$ cat config.mk
export PLATFORM = sky130hd
export DESIGN_NAME = spi_flash_read_flat
export DESIGN_NICKNAME = d
export VERILOG_FILES = /design/src/rtl/spi_flash_read_if.sv /design/src/rtl/spi_flash_read.sv /design/src/flat_wrapper.sv
export SDC_FILE = /design/constraint.sdc
export NUM_CORES = 1
export LEC_CHECK = 0
export CAP_MARGIN = 10
export CORE_UTILIZATION = 51
export DETAILED_ROUTE_END_ITERATION = 8
export PLACE_DENSITY = 0.89
export SLEW_MARGIN = 10
export SYNTH_ARGS = -nofsm -noshare
export SYNTH_HDL_FRONTEND = slang
export SYNTH_SLANG_ARGS = --single-unit
$ cat constraint.sdc
create_clock -name wb_clk -period 3.2 [get_ports wb_clk]
set_clock_uncertainty 0.15 [all_clocks]
set_input_delay 0.8 -clock wb_clk [delete_from_list [all_inputs] [get_ports wb_clk]]
set_output_delay 0.8 -clock wb_clk [all_outputs]
set_load 0.05 [all_outputs]
$ cat src/rtl/spi_flash_read_if.sv
// Bus-side request/response signals of the SPI flash read engine.
interface spi_flash_read_if;
    logic        cyc;
    logic [31:0] adr;
    logic        ack;
    logic [31:0] rdt;
    logic        busy;

    modport master (output cyc, output adr, input ack, input rdt, input busy);
    modport slave  (input cyc, input adr, output ack, output rdt, output busy);
endinterface

$ cat src/rtl/spi_flash_read.sv
// Single-word SPI flash reader: sends READ (0x03) + 24-bit address, shifts
// in four bytes and returns them as a little-endian word with a one-cycle ack.
module spi_flash_read #(
    parameter int unsigned DIV = 1
) (
    input  logic             wb_clk,
    input  logic             wb_rst_n,
    spi_flash_read_if.slave  bus,
    output logic             spi_cs_n,
    output logic             spi_sck,
    output logic             spi_mosi,
    input  logic             spi_miso
);

    typedef enum logic [1:0] {
        IDLE  = 2'd0,
        SHIFT = 2'd1,
        DONE  = 2'd2
    } state_t;

    localparam logic [7:0] DIV_LOAD = 8'(DIV);
    localparam logic [7:0] DIV_LAST = 8'(DIV - 1);

    state_t      state_q, state_d;
    logic [6:0]  bit_cnt_q, bit_cnt_d;
    logic [7:0]  div_cnt_q, div_cnt_d;
    logic        sck_q, sck_d;
    logic [31:0] tx_q, tx_d;
    logic [31:0] rx_q, rx_d;

    logic unused_adr_hi;
    assign unused_adr_hi = &{1'b0, bus.adr[31:24]};

    always_ff @(posedge wb_clk or negedge wb_rst_n) begin
        if (!wb_rst_n) begin
            state_q   <= IDLE;
            bit_cnt_q <= 7'd0;
            div_cnt_q <= 8'd0;
            sck_q     <= 1'b0;
            tx_q      <= 32'd0;
            rx_q      <= 32'd0;
        end else begin
            state_q   <= state_d;
            bit_cnt_q <= bit_cnt_d;
            div_cnt_q <= div_cnt_d;
            sck_q     <= sck_d;
            tx_q      <= tx_d;
            rx_q      <= rx_d;
        end
    end

    // The divider is loaded with DIV (not DIV-1) on entry, giving one extra
    // low cycle of chip-select setup; bit_cnt reaching 64 adds one hold cycle.
    always_comb begin
        state_d   = state_q;
        bit_cnt_d = bit_cnt_q;
        div_cnt_d = div_cnt_q;
        sck_d     = sck_q;
        tx_d      = tx_q;
        rx_d      = rx_q;
        case (state_q)
            IDLE: begin
                if (bus.cyc) begin
                    state_d   = SHIFT;
                    tx_d      = {8'h03, bus.adr[23:0]};
                    rx_d      = 32'd0;
                    bit_cnt_d = 7'd0;
                    div_cnt_d = DIV_LOAD;
                    sck_d     = 1'b0;
                end
            end
            SHIFT: begin
                if (bit_cnt_q[6]) begin
                    state_d   = DONE;
                    bit_cnt_d = 7'd0;
                    div_cnt_d = 8'd0;
                end else if (div_cnt_q != 8'd0) begin
                    div_cnt_d = div_cnt_q - 8'd1;
                end else begin
                    div_cnt_d = DIV_LAST;
                    sck_d     = ~sck_q;
                    if (!sck_q) begin
                        // Rising edge: only the data half of the frame is kept.
                        if (bit_cnt_q[5]) begin
                            rx_d = {rx_q[30:0], spi_miso};
                        end
                    end else begin
                        tx_d      = {tx_q[30:0], 1'b0};
                        bit_cnt_d = bit_cnt_q + 7'd1;
                    end
                end
            end
            DONE: begin
                state_d = IDLE;
            end
            default: begin
                state_d = IDLE;
            end
        endcase
    end

    assign bus.ack  = (state_q == DONE);
    assign bus.busy = (state_q != IDLE);
    assign bus.rdt  = bus.ack ? {rx_q[7:0], rx_q[15:8], rx_q[23:16], rx_q[31:24]} : 32'd0;
    assign spi_cs_n = (state_q != SHIFT);
    assign spi_sck  = sck_q;
    assign spi_mosi = tx_q[31];

endmodule
$ cat src/flat_wrapper.sv
// flat-port wrapper written by rule: the top's interface ports become plain ports
module spi_flash_read_flat 
#(
    parameter int unsigned DIV = 1
)
  (wb_clk, wb_rst_n, spi_cs_n, spi_sck, spi_mosi, spi_miso, bus_cyc, bus_adr, bus_ack, bus_rdt, bus_busy);
  spi_flash_read_if bus_i ();
  input  logic wb_clk;
  input  logic wb_rst_n;
  output logic spi_cs_n;
  output logic spi_sck;
  output logic spi_mosi;
  input  logic spi_miso;
  input wire logic [$bits(bus_i.cyc)-1:0] bus_cyc;
  input wire logic [$bits(bus_i.adr)-1:0] bus_adr;
  output wire logic [$bits(bus_i.ack)-1:0] bus_ack;
  output wire logic [$bits(bus_i.rdt)-1:0] bus_rdt;
  output wire logic [$bits(bus_i.busy)-1:0] bus_busy;
  assign bus_i.cyc = bus_cyc;
  assign bus_i.adr = bus_adr;
  assign bus_ack = bus_i.ack;
  assign bus_rdt = bus_i.rdt;
  assign bus_busy = bus_i.busy;
  spi_flash_read #(.DIV(DIV)) u_core (.wb_clk(wb_clk), .wb_rst_n(wb_rst_n), .bus(bus_i), .spi_cs_n(spi_cs_n), .spi_sck(spi_sck), .spi_mosi(spi_mosi), .spi_miso(spi_miso));
endmodule
# Yosys cells after proc, flatten, opt, wreduce, memory -nomap -nowiden
# Index checks and enable logic that the tools add are counted.
# word_totals
ff_bits	82
latchBits	0
mem_bits_rw	0
romBits	0
output_inout_bits	37
mem_count	0
# op_classes
add_sub_neg	2
n_mul	0
div	0
order_cmp	0
n_eq_ne	12
shifts	0
mux	28
bitwise	1
reduce_logical	10
# op_table
op	n
$mux W32	10
$pmux W32 S2	2
$mux W7	4
$mux W8	3
$pmux W8 S2	1
$pmux W7 S2	1
$ne A2 B1 Y1 const B	4
$ne A2 B2 Y1 const B	4
$reduce_and A4 Y1	2
$reduce_bool A8 Y1	1
$sub A8 B1 Y8 const B	1
$add A7 B1 Y7 const B	1
$reduce_and A6 Y1	1
$reduce_and A5 Y1	1
$mux W2	2
$pmux W2 S2	1
$reduce_and A2 Y1	2
$reduce_bool A2 Y1	2
$mux W1	3
$ne A3 B1 Y1 const B	1
$ne A3 B2 Y1 const B	1
$eq A2 B1 Y1 const B	1
$eq A2 B2 Y1 const B	1
$logic_not A2 Y1	1
other kinds (2)	2

# Depth between registers and ports, before layout
# Gate-level depths: netlist of the first run.
# logic_depth
word_depth	5
ltp_mapped	9
depth_no_buf	6

# Worst setup path after synthesis of the first run
# OpenSTA, ideal clock, no wires.
# synth_path
path_kind	reg-to-output
start	register u_core.state_q[1]
end	output bus_rdt[22]
arrival_ns	1.919
path_slack_ns	0.331
path_stages_with_launch	5
path_buffers	2
path_cell_list	dfrtp_1 > clkbuf_1 > nor2b_1 > clkbuf_1 > and2_1
# synth_via
elab_chain_len	2
# synth_lines
item	line	source
start: declaration	spi_flash_read.sv:24	state_t state_q, state_d;
start signal: assignment	spi_flash_read.sv:43	state_q <= state_d;
$eq A2 B2 Y1	spi_flash_read.sv:102	assign bus.ack = (state_q == DONE);
named net bus_ack	flat_wrapper.sv:16	output wire logic [$bits(bus_i.ack)-1:0] bus_ack;
$mux W32	spi_flash_read.sv:104	assign bus.rdt = bus.ack ? {rx_q[7:0], rx_q[15:8], rx_q[23:16], rx_q[31:24]} : 32'd0;
end: declaration	flat_wrapper.sv:17	output wire logic [$bits(bus_i.rdt)-1:0] bus_rdt;
# The timed path passes the listed nets, and every way through them passes these cells.

# Worst setup path after layout of the first run
# layout_path
start	register u_core.state_q[1]
end	output bus_busy
# layout_via
elab_chain_len	1
# layout_lines
item	line	source
$reduce_bool A2 Y1	spi_flash_read.sv:103	assign bus.busy = (state_q != IDLE);
end: declaration	flat_wrapper.sv:18	output wire logic [$bits(bus_i.busy)-1:0] bus_busy;
# No other way between the ends.

==> impl_results.md, run 1 <==
- Status: finished clean
- Die Area: 8190 um^2
- Post-Route Setup TNS: 0 ps
- Multi-input gate area: 1750 um^2
- Critical path, cell by cell: nor2_1, inv_1, clkdlybuf4s50_1
- Max Slew Vio Count: 0
- Leakage power: 2.50 nW
- NumNets Final: 479
- Synth warn: 0
- Io pins: 73
- Synth top area share: 51.3%
- Hold WC Path Type: flip-flop to flip-flop
- Sequential share of the synthesized area: 51.3%
- Final min period: 2750 ps
- Syn_area_per_cell: 10.4 um^2
- Largest net degree at the start of global routing: 83
- Vias per cell: 5.54
- EDFF count, synth: 0
- RSZ-0062 raised after global routing: no
- Routed met2 length: 3.99 mm
- Async S/R FF share, synth: 100%
- Latest clock arrival within the worst-skew pair: 350 ps
- Worst Setup End Kind: output port
- Vias: 3019
- Drt initial violations: 154
- Cell taking the most area after synthesis: dfrtp_1
- CP Class: flip-flop to output port
- Diodes inserted: 0
- Util after Layout: 70.1%
- CTS Sinks: 82
- Worst setup SP type: flip-flop
- Final setup fails: 0
- Final wirelength: 8.47 mm
- Synth area leaders: dfrtp_1 (51%), nand2_1 (8.1%), mux2_4 (7.9%)
- Fin crit share: 85.9%
- Num CTS Buffers: 9
- Routed wire length on met3: 542 um
- Layout cells sized above 1: 20.0%
- Ys flop type: dfrtp_1
- Placed cell areas: 5010 um^2
- Switching Share: 23.2%
- CTS HTree Levels: 3
- Post-Syn Area: 4000 um^2
- Post-cts sizing count: 0
- Crit-path max FO: 9
- Overall Global Routing Usage: 21.9%
- Pwr dens: 346 nW/um^2
- Clk pwr share: 38.7%
- Metal-1 WL: 3.77 mm
- Routability congestion estimate: 0.814
- Max layer used: met4
- Critical path arrival: 1800 ps
- Drt wl/cell: 15.5 um
- Slowest stage delay, CP: 790 ps
- Most frequent cell after synthesis: nand2_1
- Worst slew pin tran: 981 ps
- Setup bufs post-CTS: 0
- CTS tree: done
- Area Overhead vs Synth: 29.9%
- Int Power: 0.00138 W
- Clk slew on worst S/H paths: 80 ps
- Placeable Area: 7410 um^2
- Drc violations: 0
- Final Instance Area: 5190 um^2
- Yosys reg bits: 82
- Grt total ovfl: 0
- Power share of the combinational group: 3.3%
- Synth Net Count: 422
- Die Y: 90.5 um
- Max_cap viols: 0
- Initial antenna violation count: 0
- Port Buffer Count: 64
- Post-route ant nets: 0
- Width of the die: 90.5 um
- Cell Rows: 31
- Vias in the first global route: 2951
- Req. time, crit path: 2250 ps
- Post-synth cell types: 42
- Post-CTS Hold Buffers: 0
- Critical path's top delay family: buffers and inverters
- First-pass DRT Iterations: 4
- P_sw: 0.000417 W
- CP max stage cell: clkdlybuf4s50_1
- Fin. Hold Viols: 0
- Relative slew slack: 34.6%
- Clock Path Buffers: 2
- Cells after Synth: 384
- Maximum clock rate: 364 MHz
- Root buf cell: clkbuf_8
- Filler instances: 506
- FF/Latch Area: 2050 um^2
- Buf+Inv Stages, Crit Path: 2
- First-pass GRT wire length: 14.4 mm
- Top cells by count, synth: nand2_1 (86), dfrtp_1 (82), and2_1 (34)
- Starting Density: 53.9%
- Dpl hpwl: 5.56 mm
- Reg power frac: 58.0%
- VDD IR max: 0.000225 V
power groups by stage:
stage | clock network [W] | registers, W | logic, W
final | 0.000695 | 0.00104 | 0.0000585
after global routing | 0.000753 | 0.00104 | 0.0000659
after CTS | 0.000709 | 0.00104 | 0.0000608
after detailed placement | 0 | 0.00106 | 0.0000605
after global placement | 0 | 0.00106 | 0.0000591
after floorplan | 0 | 0.00106 | 0.00000509
cells in the final DEF, fill, tap and decap left out, types with 2 or more instances in the layout:
| master | n |
|---|---|
| a22o_1 | 32 |
| inv_6 | 2 |
| clkdlybuf4s50_1 | 29 |
| a31oi_1 | 9 |
| a21oi_1 | 6 |
| nor3_1 | 3 |
| mux2i_1 | 11 |
| dfrtp_1 | 82 |
| inv_1 | 15 |
| nand2_1 | 86 |
| and3_1 | 4 |
| mux2_4 | 21 |
| nand4_1 | 4 |
| and2_1 | 34 |
| o21ai_0 | 11 |
| clkinv_4 | 2 |
| nor2_1 | 11 |
| ha_1 | 2 |
| o22ai_1 | 2 |
| buf_12 | 34 |
| clkbuf_8 | 10 |
| a21o_1 | 2 |
| buf_4 | 7 |
| nand2b_1 | 2 |
| nand3_1 | 3 |
| mux2_2 | 2 |
layer usage:
layer	GRT usage, %	vias to the layer above
met3	5.64	19
met4	9.27	0
met1	29.5	1477
met5	0	-
li1	-	1415
met2	33.6	108
sequential cells by signal (all words and copies together), names as in the netlist:
name and count:
u_core.bit_cnt_q 7, u_core.div_cnt_q 8, u_core.rx_q 32, u_core.spi_sck 1, u_core.state_q 2, u_core.tx_q 32
per-stage QoR:
step | hold slack (ps) | setup slack [ps] | total power, W | cells
after floorplan | 306 | 331 | 0.00107 | 384
after global placement | 330 | 320 | 0.00112 | 529
after detailed placement | 343 | 245 | 0.00112 | 529
after CTS | 354 | 432 | 0.00181 | 545
after global routing | 376 | 367 | 0.00186 | 545
final | 356 | 450 | 0.00180 | 545
worst register-to-register path: cells and delay by family (launching register included):
| kind | cells | cell delay (ps) |
|---|---|---|
| simple gates | 2 | 590 |
| compound gates | 1 | 440 |
| flops | 1 | 430 |
| mux | 1 | 320 |
| buf+inv | 2 | 280 |
| fa+ha+maj | 1 | 220 |
final cells by class:
class	instances	area share (%)
Sequential cell	82	39.5
Multi-Input combinational cell	263	33.7
Timing Repair Buffer	70	19.7
Clock buffer	10	2.65
Tap cell	99	2.39
Inverter	15	1.08
Clock inverter	6	0.916
final timing paths:
path	cells after the start	start	slack [ps]	end
max	3	u_core.state_q[1]	450	bus_busy
max reg2reg	7	u_core.div_cnt_q[0]	660	u_core.tx_q[23]
min	1	u_core.bit_cnt_q[3]	360	u_core.bit_cnt_q[3]
max in group asynchronous	1	wb_rst_n	1820	u_core.div_cnt_q[3]
min reg2reg	1	u_core.bit_cnt_q[3]	360	u_core.bit_cnt_q[3]
min in group asynchronous	1	wb_rst_n	460	u_core.tx_q[31]
cells by family (layout without fill, tap and decap cells):
family / count (synthesis) / in the layout / share of synthesized area, %
buffers and inverters: 39 / 101 / 4.98
adder cells (fa/ha/maj): 2 / 2 / 0.626
multiplexers: 34 / 34 / 11.2
AND/OR/NAND/NOR: 159 / 159 / 19.3
flip-flops: 82 / 82 / 51.3
AO/OA/AOI/OAI: 68 / 68 / 12.6
(Power assumes the default switching activity.)
==> inputs of run 2 (changes only) <==
--- a/config.mk
+++ b/config.mk
@@ -9,7 +9,7 @@
 export CORE_UTILIZATION = 51
 export DETAILED_ROUTE_END_ITERATION = 8
 export PLACE_DENSITY = 0.89
-export SLEW_MARGIN = 10
+export SLEW_MARGIN = 40
 export SYNTH_ARGS = -nofsm -noshare
 export SYNTH_HDL_FRONTEND = slang
 export SYNTH_SLANG_ARGS = --single-unit
==> constraint.sdc (replaced) <==
create_clock -name wb_clk -period 3.1 [get_ports wb_clk]
set_clock_uncertainty 0.15 [all_clocks]
set_input_delay 0.775 -clock wb_clk [delete_from_list [all_inputs] [get_ports wb_clk]]
set_output_delay 0.775 -clock wb_clk [all_outputs]
set_load 0.05 [all_outputs]
==> impl_results.md, run 2 (synthesized netlist as in run 1, its figures left out) <==
- CTS tree: done
- Switching Share: 20.9%
- Fin crit share: 88.6%
- Buf+Inv Stages, Crit Path: 2
- Worst setup SP type: flip-flop
- Most common cell after layout, fill and taps aside: nand2_1
- Design Power: 0.00192 W
- CP Class: flip-flop to output port
- Drc violations: 0
- Die Area: 8190 um^2
- Pwr dens: 367 nW/um^2
- Io pins: 73
- Filler instances: 511
- Top Registers: u_core.rx_q x32, u_core.tx_q x32, u_core.div_cnt_q x8
- NumNets Final: 479
- Int Power: 0.00152 W
- Clk pwr share: 40.6%
- Setup bufs post-CTS: 0
- Critical path arrival: 1820 ps
- Clock Path Buffers: 2
- Final wirelength: 8.35 mm
- Initial antenna violation count: 0
- Root buf cell: clkbuf_8
- Layout cells sized above 1: 20.0%
- Clk slew on worst S/H paths: 80 ps
- Largest net degree at the start of global routing: 83
- Critical path's top delay family: buffers and inverters
- Drt initial violations: 186
- Routability congestion estimate: 0.778
- Drt wl/cell: 15.3 um
- First-pass GRT wire length: 14.0 mm
- Relative slew slack: 50.3%
- Crit-path max FO: 9
- First-pass DRT Iterations: 4
- Status: finished clean
- Diodes inserted: 0
- Die Y: 90.5 um
- Vias per cell: 5.46
- Slowest stage delay, CP: 790 ps
- Vias in the first global route: 3010
- Reg power frac: 56.2%
- CTS Sinks: 82
- Final min period: 2750 ps
- Num CTS Buffers: 9
- Max_cap viols: 0
- Overall Global Routing Usage: 21.3%
- Leakage power: 2.51 nW
- Cell Rows: 31
- Port Buffer Count: 64
- Latest clock arrival within the worst-skew pair: 350 ps
- Post-route ant nets: 0
- Post-CTS Hold Buffers: 0
- Worst slew pin tran: 743 ps
- Critical path, cell by cell: nor2_1, inv_1, clkdlybuf4s50_1
- Fin. Hold Viols: 0
- VDD IR max: 0.000193 V
- Hold WC Path Type: primary input to async pin
- CP max stage cell: clkdlybuf4s50_1
- CTS HTree Levels: 3
- Placeable Area: 7410 um^2
- Post-cts sizing count: 0
- Dpl hpwl: 5.43 mm
- Power share of the combinational group: 3.2%
- Final setup fails: 0
- Worst Setup End Kind: output port
- Req. time, crit path: 2170 ps
- Vias: 2974
- Post-Route Setup TNS: 0 ps
- Starting Density: 53.9%
- Final setup margin: 354 ps
- Max Slew Vio Count: 0
- Grt total ovfl: 0
- Area Overhead vs Synth: 30.5%
- RSZ-0062 raised after global routing: no
- P_sw: 0.000400 W
- Most frequent cells in the layout: nand2_1 (86), dfrtp_1 (82), and2_1 (34), buf_12 (34), a22o_1 (32)
- Dpl ws: 200 ps
- Width of the die: 90.5 um
- Maximum clock rate: 364 MHz
run 2: path summary, 6_finish.rpt:
check,start,to,slack [ps],depth (start not counted)
setup / recovery,u_core.state_q[1],bus_busy,350,3
hold / removal,wb_rst_n,u_core.tx_q[31],280,1
setup reg to reg,u_core.div_cnt_q[0],u_core.tx_q[16],610,7
hold reg to reg,u_core.bit_cnt_q[3],u_core.bit_cnt_q[3],350,1
max in group asynchronous,wb_rst_n,u_core.tx_q[28],2000,1
min in group wb_clk,u_core.bit_cnt_q[3],u_core.bit_cnt_q[3],350,1
run 2: area by class of cell:
| class | count | area, um^2 | area share (%) |
|---|---|---|---|
| flip-flops and latches | 82 | 2050 | 39.3 |
| multi-input cells | 263 | 1750 | 33.6 |
| repair buffers | 70 | 1030 | 19.7 |
| clock buffers | 11 | 151 | 2.90 |
| well taps | 99 | 124 | 2.38 |
| inverters | 15 | 56.3 | 1.08 |
| clock inverters | 5 | 52.6 | 1.01 |
run 2: power groups by stage:
| stage | combinational, W | clock, W | sequential (W) |
|---|---|---|---|
| 2_1_floorplan | 0.00000525 | 0 | 0.00110 |
| 3_3_place_gp | 0.0000612 | 0 | 0.00110 |
| 3_5_place_dp | 0.0000621 | 0 | 0.00110 |
| 4_1_cts | 0.0000626 | 0.000802 | 0.00108 |
| 5_1_grt | 0.0000680 | 0.000840 | 0.00108 |
| 6_report | 0.0000607 | 0.000779 | 0.00108 |
run 2: metrics by stage:
step	area [um^2]	utilization, %	instances	hold WS (ps)
floorplan	4000	-	384	306
global placement	5010	67.6	529	324
detailed placement	5010	67.6	529	333
CTS	5220	70.4	545	333
global route	5220	70.4	545	370
finish	5220	70.4	545	285
run 2: metal layers:
metal  GRT usage [%]  up-vias  share of wire [%]
li1                -     1419                  -
met1            27.8     1456                 45
met2            34.1       87                 47
met3            5.47       12                6.3
met4            7.80        0                1.5
met5               0        -                  0
run 2: worst reg2reg max path: cells and delay by family, from the launching register on:
family | cells | cell delay [ps]
compound gates | 1 | 440
fa+ha+maj | 1 | 200
flops | 1 | 430
mux | 1 | 340
buf+inv | 2 | 280
simple gates | 2 | 550
==> inputs of run 3 (changes only) <==
--- a/config.mk
+++ b/config.mk
@@ -13,3 +13,4 @@
 export SYNTH_ARGS = -nofsm -noshare
 export SYNTH_HDL_FRONTEND = slang
 export SYNTH_SLANG_ARGS = --single-unit
+export TNS_END_PERCENT = 50
==> results of run 3 <==
Final layout, timing and power as in run 2 (identical DEF).
==> variant: new RTL, flow settings as in run 3 <==
The 3 states of `state_t` get a one-hot encoding in 3 bits.
--- a/src/rtl/spi_flash_read.sv
+++ b/src/rtl/spi_flash_read.sv
@@ -14,6 +14,6 @@
 
-    typedef enum logic [1:0] {
-        IDLE  = 2'd0,
-        SHIFT = 2'd1,
-        DONE  = 2'd2
+    typedef enum logic [2:0] {
+        IDLE  = 3'b001,
+        SHIFT = 3'b010,
+        DONE  = 3'b100
     } state_t;
Behaviour: no difference found for any inputs over 10 cycles, from zero or initial values and one cycle with wb_rst_n low; not proved beyond that.
==> variant against run 3 <==
  * Sequential cell count rose by 1
  * First-iteration DRC count rose by 24%
  * Setup slack got worse by 0.25 ns
  * Routed wire length fell by 1.7%
  * Final area fell by 1.8%
  * Maximum frequency fell by 8.4%
  * Non-clock buffer count rose by 2
  * Area after synthesis fell by 1.9%
  * Register-to-register slack improved by 0.37 ns
  * Critical endpoint unchanged
  * Highest routed layer unchanged
Power is not compared: it rests on default switching activity, and its combinational part moved more than twofold at a synthesized area within 25%.
==> variant: results (changes against run 3) <==
[synthesis]
post_synth_main_area_contributors = dfrtp_1 52%, nand2_1 10%, mux2i_1 5.9%
synth_sequential_area_ratio = 0.5302  ; +0.01670
synth_ff_type = dfrtp_1
ys_async_sr_fraction = 1.000  ; unchanged
synth_cell_types = 48  ; +14%
postSynthNetCount = 453  ; +7.3%
synthCells = 415  ; +8.1%
ys.warnings.count = 0  ; unchanged
post_synth_most_frequent_cells = 109 x nand2_1, 82 x dfrtp_1, 38 x nand3_1, 33 x and2_1, 29 x o21ai_0

[clock_tree]
clock_tree.htree_level_count = 3  ; unchanged
clockBufferDepth = 2  ; unchanged
number_of_buffers_created_by_cts = 9  ; unchanged
clk_root_buffer_cell = clkbuf_8
cts.clk_slew.worst_paths_ns = 0.08  ; about the same
cts_repair_resize_count = 0  ; unchanged
worst_skew_late_latency_ns = 0.36
post_cts_buffers = 0  ; unchanged

[cells_and_area]
antenna_cells = 0  ; unchanged
num-fill-cells = 507  ; -0.78%
leading_registers_by_flop_count = u_core.rx_q: 32 flops, u_core.tx_q: 32 flops, u_core.div_cnt_q: 8 flops
layout-drive-gt1-share = 0.1485  ; -0.05102
layout.nets = 511  ; +6.7%

[route]
first_pass_iters = 4  ; unchanged
route.final.wire_length_um = 8207  ; -1.7%
vias = 3134  ; +5.4%
routed_wire_length_per_instance_um = 14.22  ; -7.2%
drt_iter0_markers = 230  ; +24%

[global_route]
groute.usage.overall = 0.2321  ; +0.01951
grt_pass1_vias = 3095  ; +2.8%
grt_max_degree = 84  ; +1.2%
antenna_found_initial = 0  ; unchanged
grt_pass1_wl_um = 14070  ; +0.59%

[placed_design]
place_hpwl_um = 5640  ; +3.8%
detailedPlace.worstSlack_ns = 0.4840  ; +0.2841 ns
globalplace.congestion = 0.8115  ; +4.3%
placed_cell_areas_um2 = 4917  ; -1.9%
portbufs = 64  ; unchanged
dp_cells = 561  ; +6.0%

[critical_path]
critPathSlowestCell = clkdlybuf4s50_1
crit_type = reg2out
critPathMaxStageDelay_ns = 0.72  ; -0.07 ns
worstPathMaxFanout = 7  ; -2

[status]
status = complete, no violations

[power_and_ir_drop]
worst_ir_drop_vdd_mv = 0.5257
power_leakage_uw = 0.002394

[hold_path]
timing.hold.worst.class = in2async

[timing]
worstMarginPinSlew_ns = 0.7271  ; -0.01626 ns

## variant: changes by cell type after synthesis, moves of 6 or more
cell,change
nand3_1,+35
a22o_1,-31
nand2_1,+23
mux2_4,-21
o21ai_0,+18
mux2i_1,+12
a31oi_1,-8
buf_2,+8
inv_1,-8
nor2_1,-8
o21ai_1,+7
clkbuf_1,-6
## variant: kinds of logic (layout without fill, tap and decap cells)
logic type | Yosys count | after routing | synth area share
and+or+nand+nor | 215 | 215 | 0.2726
DFF | 83 | 83 | 0.5302
AOI/OAI and AO/OA | 58 | 58 | 0.09033
buffers and inverters | 32 | 95 | 0.03670
muxes | 24 | 24 | 0.06160
adders and majority gates | 2 | 2 | 0.006383
xor gates and xnor gates | 1 | 1 | 0.002235
## variant: metrics by stage
stage,util,hold WS [ns]
after global routing,0.6982,0.3641
after global placement,0.6703,0.3117
after floorplan,-,0.2984
final,0.6982,0.2937
after CTS,0.6982,0.3258
after detailed placement,0.6708,0.3221
## variant: layout make-up
class                      instances  share of cell area
clock inverter                     7             0.01516
sequential                        83              0.4060
clock buffer                       9             0.02420
timing repair buffer              72              0.1890
multi-input combinational        300              0.3363
inverter                           7            0.005133
tap                               99             0.02420
## variant: layer usage
metal / routed length (um) / track usage / share of wire
met5: 0 / 0 / 0
met4: 178 / 0.1068 / 0.022
met3: 261 / 0.03473 / 0.032
met2: 4237 / 0.3905 / 0.52
met1: 3529 / 0.2976 / 0.43
## variant: path summary, 6_finish.rpt
kind	from	depth (start not counted)	to	slack, ns
setup / recovery	u_core.state_q[0]$_DFFE_PN1P_	2	bus_busy	0.10
hold / removal	wb_rst_n	1	u_core.rx_q[10]$_DFFE_PN0P_	0.29
setup reg to reg	u_core.state_q[2]$_DFFE_PN0P_	5	u_core.tx_q[2]$_DFFE_PN0P_	0.98
hold reg to reg	u_core.tx_q[3]$_DFFE_PN0P_	2	u_core.tx_q[3]$_DFFE_PN0P_	0.34
max in group asynchronous	wb_rst_n	1	u_core.tx_q[1]$_DFFE_PN0P_	2.00
min in group wb_clk	u_core.tx_q[3]$_DFFE_PN0P_	2	u_core.tx_q[3]$_DFFE_PN0P_	0.34
## variant: power breakdown
group          switching (uW)  total, uW  internal [uW]
logic                     659       1070            409
registers                 191       1510           1310
clock network             399        775            375
total                    1250       3350           2100
## variant: critical path: cells and delay by family, from the launching register on
family | cells | cell delay [ns]
DFF | 1 | 0.60
buffers and inverters | 1 | 0.72
and+or+nand+nor | 1 | 0.40
